**config.mk**
```make
export PLATFORM = sky130hd
export DESIGN_NAME = seq_mult_ctrl
export DESIGN_NICKNAME = d
export VERILOG_FILES = /design/src/rtl/seq_mult_pkg.sv /design/src/rtl/seq_mult_datapath.sv /design/src/rtl/seq_mult_ctrl.sv
export SDC_FILE = /design/constraint.sdc
export NUM_CORES = 1
export LEC_CHECK = 0
export CORE_UTILIZATION = 57
export CTS_BUF_LIST = sky130_fd_sc_hd__clkbuf_4
export DETAILED_ROUTE_END_ITERATION = 8
export PLACE_DENSITY = 0.87
export REMOVE_ABC_BUFFERS = 1
export SETUP_SLACK_MARGIN = 0.3
export SYNTH_ARGS = -nofsm -noshare
export SYNTH_HDL_FRONTEND = slang
export SYNTH_SLANG_ARGS = --single-unit
```
**constraint.sdc**
```tcl
create_clock -name Clk -period 3.6 [get_ports Clk]
set_input_delay 1.08 -clock Clk [delete_from_list [all_inputs] [get_ports Clk]]
set_output_delay 1.08 -clock Clk [all_outputs]
set_load 0.02 [all_outputs]
```
**src/rtl/seq_mult_pkg.sv**
```systemverilog
// Shared constants and state encoding for the 8x8 sequential shift-add multiplier.
package seq_mult_pkg;

    // Operand width is tied to the external mod-8 iteration counter.
    localparam int WIDTH = 8;
    localparam int CNT_W = 3;

    // Count value seen at the edge that performs the eighth and final step.
    localparam logic [CNT_W-1:0] LAST_CNT = 3'd7;

    typedef enum logic [1:0] {
        ST_IDLE = 2'b00,
        ST_RUN  = 2'b01,
        ST_DONE = 2'b10
    } state_t;

endpackage

```
**src/rtl/seq_mult_datapath.sv**
```systemverilog
// Multiplier datapath: M, A, Q and carry registers, 9-bit adder, right shifter, product register.
// Build switch SEQ_MULT_SIGNED_EN selects two's-complement operation (sign-extended add,
// arithmetic shift, subtract on the final step); undefined gives plain unsigned shift-add.
module seq_mult_datapath
    import seq_mult_pkg::*;
(
    input  logic                   clk,
    input  logic                   rst_n,
    input  logic                   load,
    input  logic                   step,
    input  logic                   last,
    input  logic [WIDTH-1:0]       multiplicand,
    input  logic [WIDTH-1:0]       multiplier,
    output logic [2*WIDTH-1:0]     product
);

    logic [WIDTH-1:0] m_q;
    logic [WIDTH-1:0] a_q;
    logic [WIDTH-1:0] q_q;
    logic             c_q;
    logic [WIDTH:0]   addend;
    logic [WIDTH:0]   sum;
    logic             shift_in;

    // One step's add: {C,A} plus the selected multiple of M, kept at 9 bits so no carry is lost.
    always_comb begin
        addend   = '0;
        sum      = '0;
        shift_in = 1'b0;
`ifdef SEQ_MULT_SIGNED_EN
        if (q_q[0]) begin
            if (last) begin
                addend = {(WIDTH+1){1'b0}} - {m_q[WIDTH-1], m_q};
            end else begin
                addend = {m_q[WIDTH-1], m_q};
            end
        end
        sum      = {c_q, a_q} + addend;
        shift_in = sum[WIDTH];
`else
        if (q_q[0]) begin
            addend = {1'b0, m_q};
        end
        sum      = {c_q, a_q} + addend;
        shift_in = 1'b0;
`endif
    end

    // Operand load on an accepted start, then one add-and-shift per step; the product is captured on the last step.
    always_ff @(posedge clk or negedge rst_n) begin
        if (!rst_n) begin
            m_q     <= '0;
            a_q     <= '0;
            q_q     <= '0;
            c_q     <= 1'b0;
            product <= '0;
        end else if (load) begin
            m_q <= multiplicand;
            q_q <= multiplier;
            a_q <= '0;
            c_q <= 1'b0;
        end else if (step) begin
            a_q <= sum[WIDTH:1];
            q_q <= {sum[0], q_q[WIDTH-1:1]};
            c_q <= shift_in;
            if (last) begin
                product <= {sum, q_q[WIDTH-1:1]};
            end
        end
    end

endmodule

```
**src/rtl/seq_mult_ctrl.sv**
```systemverilog
// Sequencer for the shift-add multiplier: IDLE/RUN/DONE FSM driving the external mod-8
// counter and the datapath. Optional build macro: SEQ_MULT_SIGNED_EN (signed operands).
module seq_mult_ctrl
    import seq_mult_pkg::*;
(
    input  logic                   Clk,
    input  logic                   Reset_n,
    input  logic                   Start,
    input  logic [WIDTH-1:0]       Multiplicand,
    input  logic [WIDTH-1:0]       Multiplier,
    input  logic [CNT_W-1:0]       Cnt_Value,
    output logic                   Cnt_En,
    output logic                   Cnt_Clr,
    output logic                   Busy,
    output logic                   Done,
    output logic [2*WIDTH-1:0]     Product
);

    state_t state;
    state_t state_next;
    logic   load;
    logic   step;
    logic   last;

    // State register; reset aborts any operation in flight.
    always_ff @(posedge Clk or negedge Reset_n) begin
        if (!Reset_n) begin
            state <= ST_IDLE;
        end else begin
            state <= state_next;
        end
    end

    // Next-state and handshake outputs; the counter is held clear whenever no step is running.
    always_comb begin
        state_next = state;
        Cnt_En     = 1'b0;
        Cnt_Clr    = 1'b1;
        Busy       = 1'b0;
        Done       = 1'b0;
        load       = 1'b0;
        step       = 1'b0;
        last       = (Cnt_Value == LAST_CNT);
        case (state)
            ST_IDLE: begin
                if (Start) begin
                    load       = 1'b1;
                    state_next = ST_RUN;
                end
            end
            ST_RUN: begin
                Cnt_En  = 1'b1;
                Cnt_Clr = 1'b0;
                Busy    = 1'b1;
                step    = 1'b1;
                if (last) begin
                    state_next = ST_DONE;
                end
            end
            ST_DONE: begin
                Busy       = 1'b1;
                Done       = 1'b1;
                state_next = ST_IDLE;
            end
            default: begin
                state_next = ST_IDLE;
            end
        endcase
    end

    seq_mult_datapath u_datapath (
        .clk          (Clk),
        .rst_n        (Reset_n),
        .load         (load),
        .step         (step),
        .last         (last),
        .multiplicand (Multiplicand),
        .multiplier   (Multiplier),
        .product      (Product)
    );

endmodule

```
==> qor.yml <==
worst_setup_path:
  worstPathCellList: "inv_1 > ha_1 > buf_4 > inv_1 > clkdlybuf4s50_1"
  start_kind: "flop"
  endpoint_kind: "output pin"
  cp_common_cell: "inv_1"
  crit_arrival_ns: 2.05
  cp.required_ns: 2.52
  critPathMaxStageDelay_ns: 0.65
  cp_slowest_cell: "clkdlybuf4s50_1"
  critPathKind: "reg2out"
  crit_path_max_fanout: 13
  reg2reg_slack_ns: 1.40
final_layout:
  fillers: 251
  layout-drive-gt1-share: 0.0659
  nets: 308
  antenna_cells: 0
  area_growth_pct: 24.1
placement:
  routabilityCongestion: 0.836
  portBuffers: 41
  dpl.hpwl_mm: 3.30
  pre_cts_ws_ns: 0.890
floorplan:
  initial_core_util: 0.616
  die_h_um: 63.2
  die_w_um: 63.2
  core_sq_um: 3470
  rows: 21
  ios: 42
  dieArea_sq_um: 4000
route:
  drt-total-wl_mm: 4.46
  routedWlPerCell_um: 14.0
  antenna_left: 0
  dr.pass1.iters: 4
  drtIter0Drc: 98
  viasPerCell: 5.49
  drc: 0
  vias: 1752
grt:
  grt_pass1_wl_mm: 8.02
  grt_pass1_vias: 1747
  grt_max_degree: 43
  gr-total-overflow: 0
  grt_antenna_before_repair: 0
  grt_usage: 0.261
clocking:
  clkTransAtPathRegs_ns: 0.12
  numCtsBuffers: 5
  clk_latency_ns: 0.35
  cts.repair.resized: 0
  hold_buffers: 0
  cts_setup_buffers: 0
  clk_path_buf_depth: 2
  clock-root-buffer: "clkbuf_4"
  cts_sinks: 42
  htreeDepth: 2
  cts_tree: "done"
synth:
  synthCells: 228
  synthDistinctLibCells: 37
  yosysMostFrequentCell: "nand2_1"
  synth-seq-cells: 42
  syn_area_sq_um: 2140
  synth_edf_count: 0
  yosysTopAreaCellShare: 0.492
  yosysTopAreaCell: "dfrtp_1"
  syn_area_per_cell_sq_um: 9.37
  synth-async-reset-ratio: 1.00
  synth_ff_type: "dfrtp_1"
  synth.yosys.warnings: 0
  synth.area.top_cells: "dfrtp_1, nand2_1, ha_1"
  synthTopCellsByCount: "nand2_1, dfrtp_1, o21ai_0"
  ys_seq_area_frac: 0.492
timing:
  final.setup.worst_slack_ns: 0.473
  finalCriticalPeriod_ns: 3.13
  rsz0062_at_grt: "no"
  fin_skew_ns: 0.00882
  finalSetupViolations: 0
  max_clock_freq_ghz: 0.320
  worst_slew_pin_slew_ns: 0.893
  fin_crit_sh: 0.869
  setup_tns_ns: 0
  relSlewSlack: 0.405
  maxSlewViolCount: 0
  hold_viol: 0
pwr:
  powerDensity_nw_per_um2: 802
  p_leak_nw: 1.28
  power.total_mw: 2.13
  peakVddDrop_uv: 506
run:
  max-cap-violations: 0
hold_path:
  hp-class: "reg2reg"
outcome:
  status: "finished clean"
sequential cells by signal, indices dropped and copies added (netlist names):
| signal | flops |
|---|---|
| u_datapath.product | 16 |
| u_datapath.q_q | 8 |
| u_datapath.m_q | 8 |
| state | 2 |
| u_datapath.a_q | 8 |
metrics by stage:
step / instance area, sq um / hold WS [ns] / cells / util
CTS: 2650 / 0.485 / 319 / 0.764
floorplan: 2100 / 0.438 / 219 / -
detailed placement: 2600 / 0.455 / 311 / 0.750
global route: 2650 / 0.506 / 319 / 0.764
global placement: 2600 / 0.452 / 311 / 0.750
finish: 2650 / 0.482 / 319 / 0.764
logic make-up after synthesis:
family,Yosys count,synth area share
AOI/OAI and AO/OA,40,0.122
xor gates and xnor gates,3,0.0123
adders and majority gates,14,0.0855
buffers and inverters,13,0.0234
DFF,42,0.492
muxes,10,0.0468
and+or+nand+nor,106,0.218
cells in the final DEF (no fill, tap or decap), drive strengths merged, types with 3 or more instances in the layout:
master and instances:
a211oi 3, a21o 3, a21oi 7, and2 10, buf 6, clkbuf 5
clkdlybuf4s50 40, clkinv 3, dfrtp 42, ha 13, inv 4, mux2i 10
nand2 74, nand3 7, nor2 3, o21ai 20
layer usage:
layer | GRT usage | up-vias | wire length, um
met5 | 0 | - | 0
met4 | 0.116 | 0 | 86
met3 | 0.0453 | 10 | 235
met2 | 0.418 | 58 | 2120
met1 | 0.347 | 823 | 2010
li1 | - | 861 | -
worst max-delay path: cells and delay by family (launching register included):
kind                     cells  cell delay, ns
buffers and inverters        4            1.14
adder cells (fa/ha/maj)      1            0.19
flip-flops                   1            0.37
power breakdown:
group | switching, mW | total [mW] | internal, mW
sequential | 0.129 | 0.805 | 0.676
combinational | 0.610 | 1.10 | 0.491
clock | 0.151 | 0.221 | 0.0698
final timing paths:
check	start	end	cells past startpoint
setup / recovery	state[1]	Cnt_Clr	5
hold / removal	u_datapath.m_q[1]	u_datapath.m_q[1]	2
setup reg to reg	u_datapath.q_q[0]	u_datapath.a_q[7]	7
hold reg to reg	u_datapath.m_q[1]	u_datapath.m_q[1]	2
max in group asynchronous	Reset_n	u_datapath.q_q[3]	1
min in group asynchronous	Reset_n	u_datapath.q_q[5]	1
cell type report:
type / count / area, sq um / area share
flip-flops and latches: 42 / 1050 / 0.396
multi-input cells: 173 / 1040 / 0.391
repair buffers: 46 / 443 / 0.167
well taps: 46 / 57.6 / 0.0217
clock buffers: 5 / 37.5 / 0.0142
inverters: 4 / 15.0 / 0.00566
clock inverters: 3 / 11.3 / 0.00425
(Power assumes the default switching activity.)
